### config.mk
export PLATFORM = sky130hd
export DESIGN_NAME = fb_branch_history_table
export DESIGN_NICKNAME = d
export VERILOG_FILES = /design/src/rtl/fb_branch_history_table.sv
export SDC_FILE = /design/constraint.sdc
export NUM_CORES = 2
export LEC_CHECK = 0
export ABC_CLOCK_PERIOD_IN_PS = 4400
export CAP_MARGIN = 20
export CORE_MARGIN = 2
export CORE_UTILIZATION = 58
export CTS_BUF_LIST = sky130_fd_sc_hd__clkbuf_8
export DETAILED_ROUTE_END_ITERATION = 8
export PLACE_DENSITY = 0.75
export SLEW_MARGIN = 20
export SYNTH_ARGS = -nofsm -noshare
export SYNTH_HDL_FRONTEND = slang
export SYNTH_SLANG_ARGS = --single-unit
export TNS_END_PERCENT = 20
### constraint.sdc
create_clock -name clk -period 4.4 [get_ports clk]
set_input_delay 0.66 -clock clk [delete_from_list [all_inputs] [get_ports clk]]
set_output_delay 0.66 -clock clk [all_outputs]
set_load 0.005 [all_outputs]
### src/rtl/fb_branch_history_table.sv
// Firebird branch history table: direct-mapped direction and target predictor
// with registered lookup, trained by the branch-resolution stage.

`ifndef FB_32BITS
`define FB_32BITS [31:0]
`endif

module fb_branch_history_table #(
    parameter int ENTRIES = 16,
    parameter int IDX_W   = 4,
    parameter int CNT_W   = 16
) (
    input  logic             clk,
    input  logic             rst_n,
    input  logic             lk_valid,
    input  logic `FB_32BITS  lk_pc,
    output logic             pred_valid,
    output logic             pred_hit,
    output logic             pred_taken,
    output logic `FB_32BITS  pred_pc,
    input  logic             upd_valid,
    input  logic `FB_32BITS  upd_pc,
    input  logic             upd_taken,
    input  logic `FB_32BITS  upd_target,
    input  logic             upd_mispredict,
    input  logic             flush,
    output logic [CNT_W-1:0] mispred_cnt
);

    localparam int TAG_W = 32 - IDX_W;

    localparam logic [1:0] CTR_SNT = 2'b00;
    localparam logic [1:0] CTR_WNT = 2'b01;
    localparam logic [1:0] CTR_WT  = 2'b10;
    localparam logic [1:0] CTR_ST  = 2'b11;

    logic [ENTRIES-1:0] valid_q;
    logic [TAG_W-1:0]   tag_q    [ENTRIES];
    logic [31:0]        target_q [ENTRIES];
    logic [1:0]         ctr_q    [ENTRIES];

    logic [IDX_W-1:0] lk_idx;
    logic             lk_hit;
    logic             lk_taken;
    logic [31:0]      lk_next;

    logic [IDX_W-1:0] up_idx;
    logic             up_hit;
    logic             we_ctr;
    logic             we_target;
    logic             we_alloc;
    logic [1:0]       ctr_new;

    // Lookup read path, evaluated on pre-edge table state
    always_comb begin
        lk_idx   = lk_pc[IDX_W-1:0];
        lk_hit   = valid_q[lk_idx] && (tag_q[lk_idx] == lk_pc[31:IDX_W]);
        lk_taken = lk_hit && ctr_q[lk_idx][1];
        lk_next  = lk_taken ? target_q[lk_idx] : lk_pc + 32'd1;
    end

    // Update decode: counter training, target refresh or allocation
    always_comb begin
        up_idx    = upd_pc[IDX_W-1:0];
        up_hit    = valid_q[up_idx] && (tag_q[up_idx] == upd_pc[31:IDX_W]);
        we_ctr    = 1'b0;
        we_target = 1'b0;
        we_alloc  = 1'b0;
        ctr_new   = ctr_q[up_idx];
        if (upd_valid && !flush) begin
            if (up_hit) begin
                we_ctr = 1'b1;
                if (upd_taken) begin
                    we_target = 1'b1;
                    if (ctr_q[up_idx] != CTR_ST) begin
                        ctr_new = ctr_q[up_idx] + 2'd1;
                    end
                end else if (ctr_q[up_idx] != CTR_SNT) begin
                    ctr_new = ctr_q[up_idx] - 2'd1;
                end
            end else if (upd_taken) begin
                we_alloc = 1'b1;
            end
        end
    end

    // Valid bits: cleared by flush, set on allocation
    always_ff @(posedge clk or negedge rst_n) begin
        if (!rst_n) begin
            valid_q <= '0;
        end else if (flush) begin
            valid_q <= '0;
        end else if (we_alloc) begin
            valid_q[up_idx] <= 1'b1;
        end
    end

    // Tag, target and counter storage
    always_ff @(posedge clk or negedge rst_n) begin
        if (!rst_n) begin
            for (int i = 0; i < ENTRIES; i++) begin
                tag_q[i]    <= '0;
                target_q[i] <= '0;
                ctr_q[i]    <= CTR_WNT;
            end
        end else if (we_alloc) begin
            tag_q[up_idx]    <= upd_pc[31:IDX_W];
            target_q[up_idx] <= upd_target;
            ctr_q[up_idx]    <= CTR_WT;
        end else begin
            if (we_ctr) begin
                ctr_q[up_idx] <= ctr_new;
            end
            if (we_target) begin
                target_q[up_idx] <= upd_target;
            end
        end
    end

    // Registered prediction; fields other than valid hold when idle
    always_ff @(posedge clk or negedge rst_n) begin
        if (!rst_n) begin
            pred_valid <= 1'b0;
            pred_hit   <= 1'b0;
            pred_taken <= 1'b0;
            pred_pc    <= '0;
        end else if (lk_valid) begin
            pred_valid <= 1'b1;
            pred_hit   <= lk_hit;
            pred_taken <= lk_taken;
            pred_pc    <= lk_next;
        end else begin
            pred_valid <= 1'b0;
        end
    end

    // Saturating misprediction count, untouched by flush
    always_ff @(posedge clk or negedge rst_n) begin
        if (!rst_n) begin
            mispred_cnt <= '0;
        end else if (upd_valid && upd_mispredict && (mispred_cnt != '1)) begin
            mispred_cnt <= mispred_cnt + CNT_W'(1);
        end
    end

endmodule

==> out/results.ini <==
[clocking]
cts_max_path_buffers = 3
cts_tree = built
htree_levels = 4
post_cts_buffers = 0
root_buffer = clkbuf_8
clkSlewWorstSetupHoldPaths_ps = 60
clock_latency_ps = 880
cts_buffers = 174
cts.sinks = 1059

[die]
ios = 154
start_util_pct = 58.4
num_rows = 111
core_area_sq_um = 91400
die_w_microns = 307
dieArea_sq_um = 94400
die_h_microns = 307

[drt]
routedLengthMet1_mm = 61.7
num_vias = 34000
vias_per_cell = 6.63
dr.pass1.iters = 5
drcViolationCount = 0
wl_met3_mm = 12.3
ant_nets = 0
drtIter0Drc = 3245
wl_per_cell_microns = 30.3
top_layer_used = met5
drt-total-wl_mm = 155
wl_met2_mm = 74.3

[synth]
synth_seq_area_share_pct = 49.7
synth_area_sq_um = 53300
avgSynthCellArea_sq_um = 15.1
ys.flop_type = dfrtp_1
syn_nets = 3646
synth_edf_count = 0
synthCells = 3541
synth.distinct_cells = 70
synth_seq_cells = 1059
synth-async-reset-ratio_pct = 100
yosys_warnings = 0

[power_and_ir_drop]
swShare_pct = 27.3
irDropWorstVdd_uv = 403
internal-power_w = 0.0180
power_density_nw_per_um2 = 403
pwr-share-comb_pct = 17.0
pwr-share-clk_pct = 35.0
seqPwrFrac_pct = 48.0
p_sw_w = 0.00677
power.leakage_nw = 28.1

[worst_setup_path]
slowest_delay_ps = 620
crit_top_cell = buf_4
cp_cell_sequence = mux4_2 -> mux2i_1 -> xor2_1 -> buf_4 -> nand4_1 -> or4_1 -> a2111oi_4 -> buf_4 -> nand2_4 -> buf_4 -> a211oi_1 -> mux2_2
startpoint_type = register
required_ps = 5150
critPathKind = register to register
critPathBufInv = 3
cpLargestDelayFamily = multiplexers
cp_max_fo = 16
worstPathArrival_ps = 4930
slowest_stage = or4_1
cp-end-kind = register

[timing]
worst_slack_ps = 222
final.setup.tns_ps = 0
finalHoldViolCount = 0
timing.slew.headroom_pct = 32.6
fin_crit_sh_pct = 95.0
fin_worst_skew_ps = 45.2
max_freq_mhz = 239
tightest_slew_ps = 1010
setup_viol = 0
maxSlewViolCount = 0
period_needed_ps = 4180
rsz0062_at_grt = false

[final_layout]
fill_cells = 6181
nets = 3912
drive_gt1_share_pct = 48.9
syn_to_final_growth_pct = 15.2
final_util_pct = 67.2
finalInstanceArea_sq_um = 61400

[run_status]
status = complete, no violations

[placed_design]
dp_slack_ps = -237
port_buffers = 153
postPlaceCellArea_sq_um = 57900
routabilityCongestion = 0.941
dp_hpwl_mm = 101

[hold_path]
min_path_type = primary input to register

[grt]
first_global_vias = 36900
grt_pass1_wl_mm = 236
grtUsageTotal_pct = 33.7
grt_max_degree = 130
antenna_found_initial = 10
grt_overflow = 0

[run]
drv_cap = 0

-- through the flow --
step | total power (W) | instances | hold slack (ps)
2_1_floorplan | 0.0145 | 3541 | 364
3_3_place_gp | 0.0159 | 4816 | 453
5_1_grt | 0.0258 | 5125 | 249
3_5_place_dp | 0.0162 | 4816 | 457
6_report | 0.0248 | 5128 | 248
4_1_cts | 0.0249 | 5123 | 439
-- logic make-up after synthesis --
family / count (synthesis) / share of synthesized area, %
muxes: 1561 / 40.5
adders and majority gates: 3 / 0.0657
AOI/OAI and AO/OA: 183 / 2.57
buffers and inverters: 373 / 3.19
DFF: 1059 / 49.7
and+or+nand+nor: 268 / 2.38
xor gates and xnor gates: 94 / 1.54
-- layout make-up --
class                      count  area [sq um]  share of cell area [%]
clock buffer                 219          3010                    4.91
inverter                      49           186                   0.304
clock inverter                87           483                   0.786
antenna                        5          12.5                  0.0204
tap                         1186          1480                    2.42
sequential                  1059         26500                    43.2
multi-input combinational   2109         25300                    41.1
timing repair buffer         414          4460                    7.26
-- synthesized netlist by cell type, drive strengths merged, types with 3 or more instances --
| cell type | n | area [sq um] |
|---|---|---|
| dfrtp | 1043 | 26100 |
| mux2 | 970 | 10900 |
| mux4 | 382 | 8600 |
| mux2i | 209 | 2090 |
| clkbuf | 188 | 706 |
| buf | 136 | 813 |
| nor2 | 81 | 304 |
| nand2 | 73 | 292 |
| a21oi | 60 | 300 |
| inv | 48 | 180 |
| xor2 | 48 | 420 |
| xnor2 | 46 | 403 |
| nand3 | 26 | 130 |
| a22oi | 25 | 188 |
| nand4 | 20 | 125 |
| o21ai | 19 | 95.1 |
| a211oi | 16 | 150 |
| dfstp | 16 | 420 |
| nor3 | 15 | 75.1 |
| a22o | 10 | 87.6 |
| and3 | 10 | 62.6 |
| nor2b | 10 | 62.6 |
| a31oi | 7 | 43.8 |
| nand2b | 7 | 43.8 |
| nor4 | 7 | 43.8 |
| a2111oi | 6 | 165 |
| o22ai | 5 | 31.3 |
| and2 | 4 | 25.0 |
| or3 | 4 | 25.0 |
| a32oi | 3 | 26.3 |
| o211ai | 3 | 22.5 |
| o32ai | 3 | 26.3 |
| or2 | 3 | 18.8 |
| or4 | 3 | 22.5 |
-- worst paths after layout --
path                                        start                   endpoint  slack, ps  depth (start not counted)
max                        tag_q[125]$_DFFE_PN0P_      ctr_q[23]$_DFFE_PN0P_        220                         12
min                                      lk_valid       pred_valid$_DFF_PN0_        250                          1
max reg2reg                tag_q[125]$_DFFE_PN0P_      ctr_q[23]$_DFFE_PN0P_        220                         12
min reg2reg                 ctr_q[12]$_DFFE_PN1P_      ctr_q[12]$_DFFE_PN1P_        470                          2
max in group asynchronous                   rst_n  target_q[147]$_DFFE_PN0P_       2640                          3
min in group asynchronous                   rst_n     tag_q[174]$_DFFE_PN0P_        480                          2
-- power groups by stage --
stage               logic (W)  clock network (W)  registers, W
finish                0.00421            0.00867        0.0119
global route          0.00449            0.00928        0.0120
CTS                   0.00422            0.00882        0.0119
detailed placement    0.00420                  0        0.0120
global placement      0.00404                  0        0.0119
floorplan             0.00281                  0        0.0117
-- sequential cells by signal, summed over array words and instances (netlist names) --
| register | count |
|---|---|
| ctr_q | 32 |
| pred_taken | 1 |
| tag_q | 448 |
| pred_hit | 1 |
| valid_q | 16 |
| mispred_cnt | 16 |
| pred_pc | 32 |
| pred_valid | 1 |
| target_q | 512 |
-- cell usage in the layout (no fill, tap or decap), types with 69 or more instances in the layout --
master	instances
buf_12	76
buf_4	185
clkbuf_8	219
clkdlybuf4s50_1	145
dfrtp_1	1043
inv_1	111
mux2_2	965
mux2i_1	209
mux4_2	382
nor2_1	69
-- routing by layer --
metal	track usage (%)	vias up
met5	0	-
met4	15.2	12
met3	7.98	399
met2	53.0	1496
met1	45.0	18200
li1	-	13900
-- timing repair --
item	CTS	global route
resized for setup	0	0
hold endpoints to repair	77	0
hold buffers	1	0
Note: power is estimated with default switching activity, not from simulation.
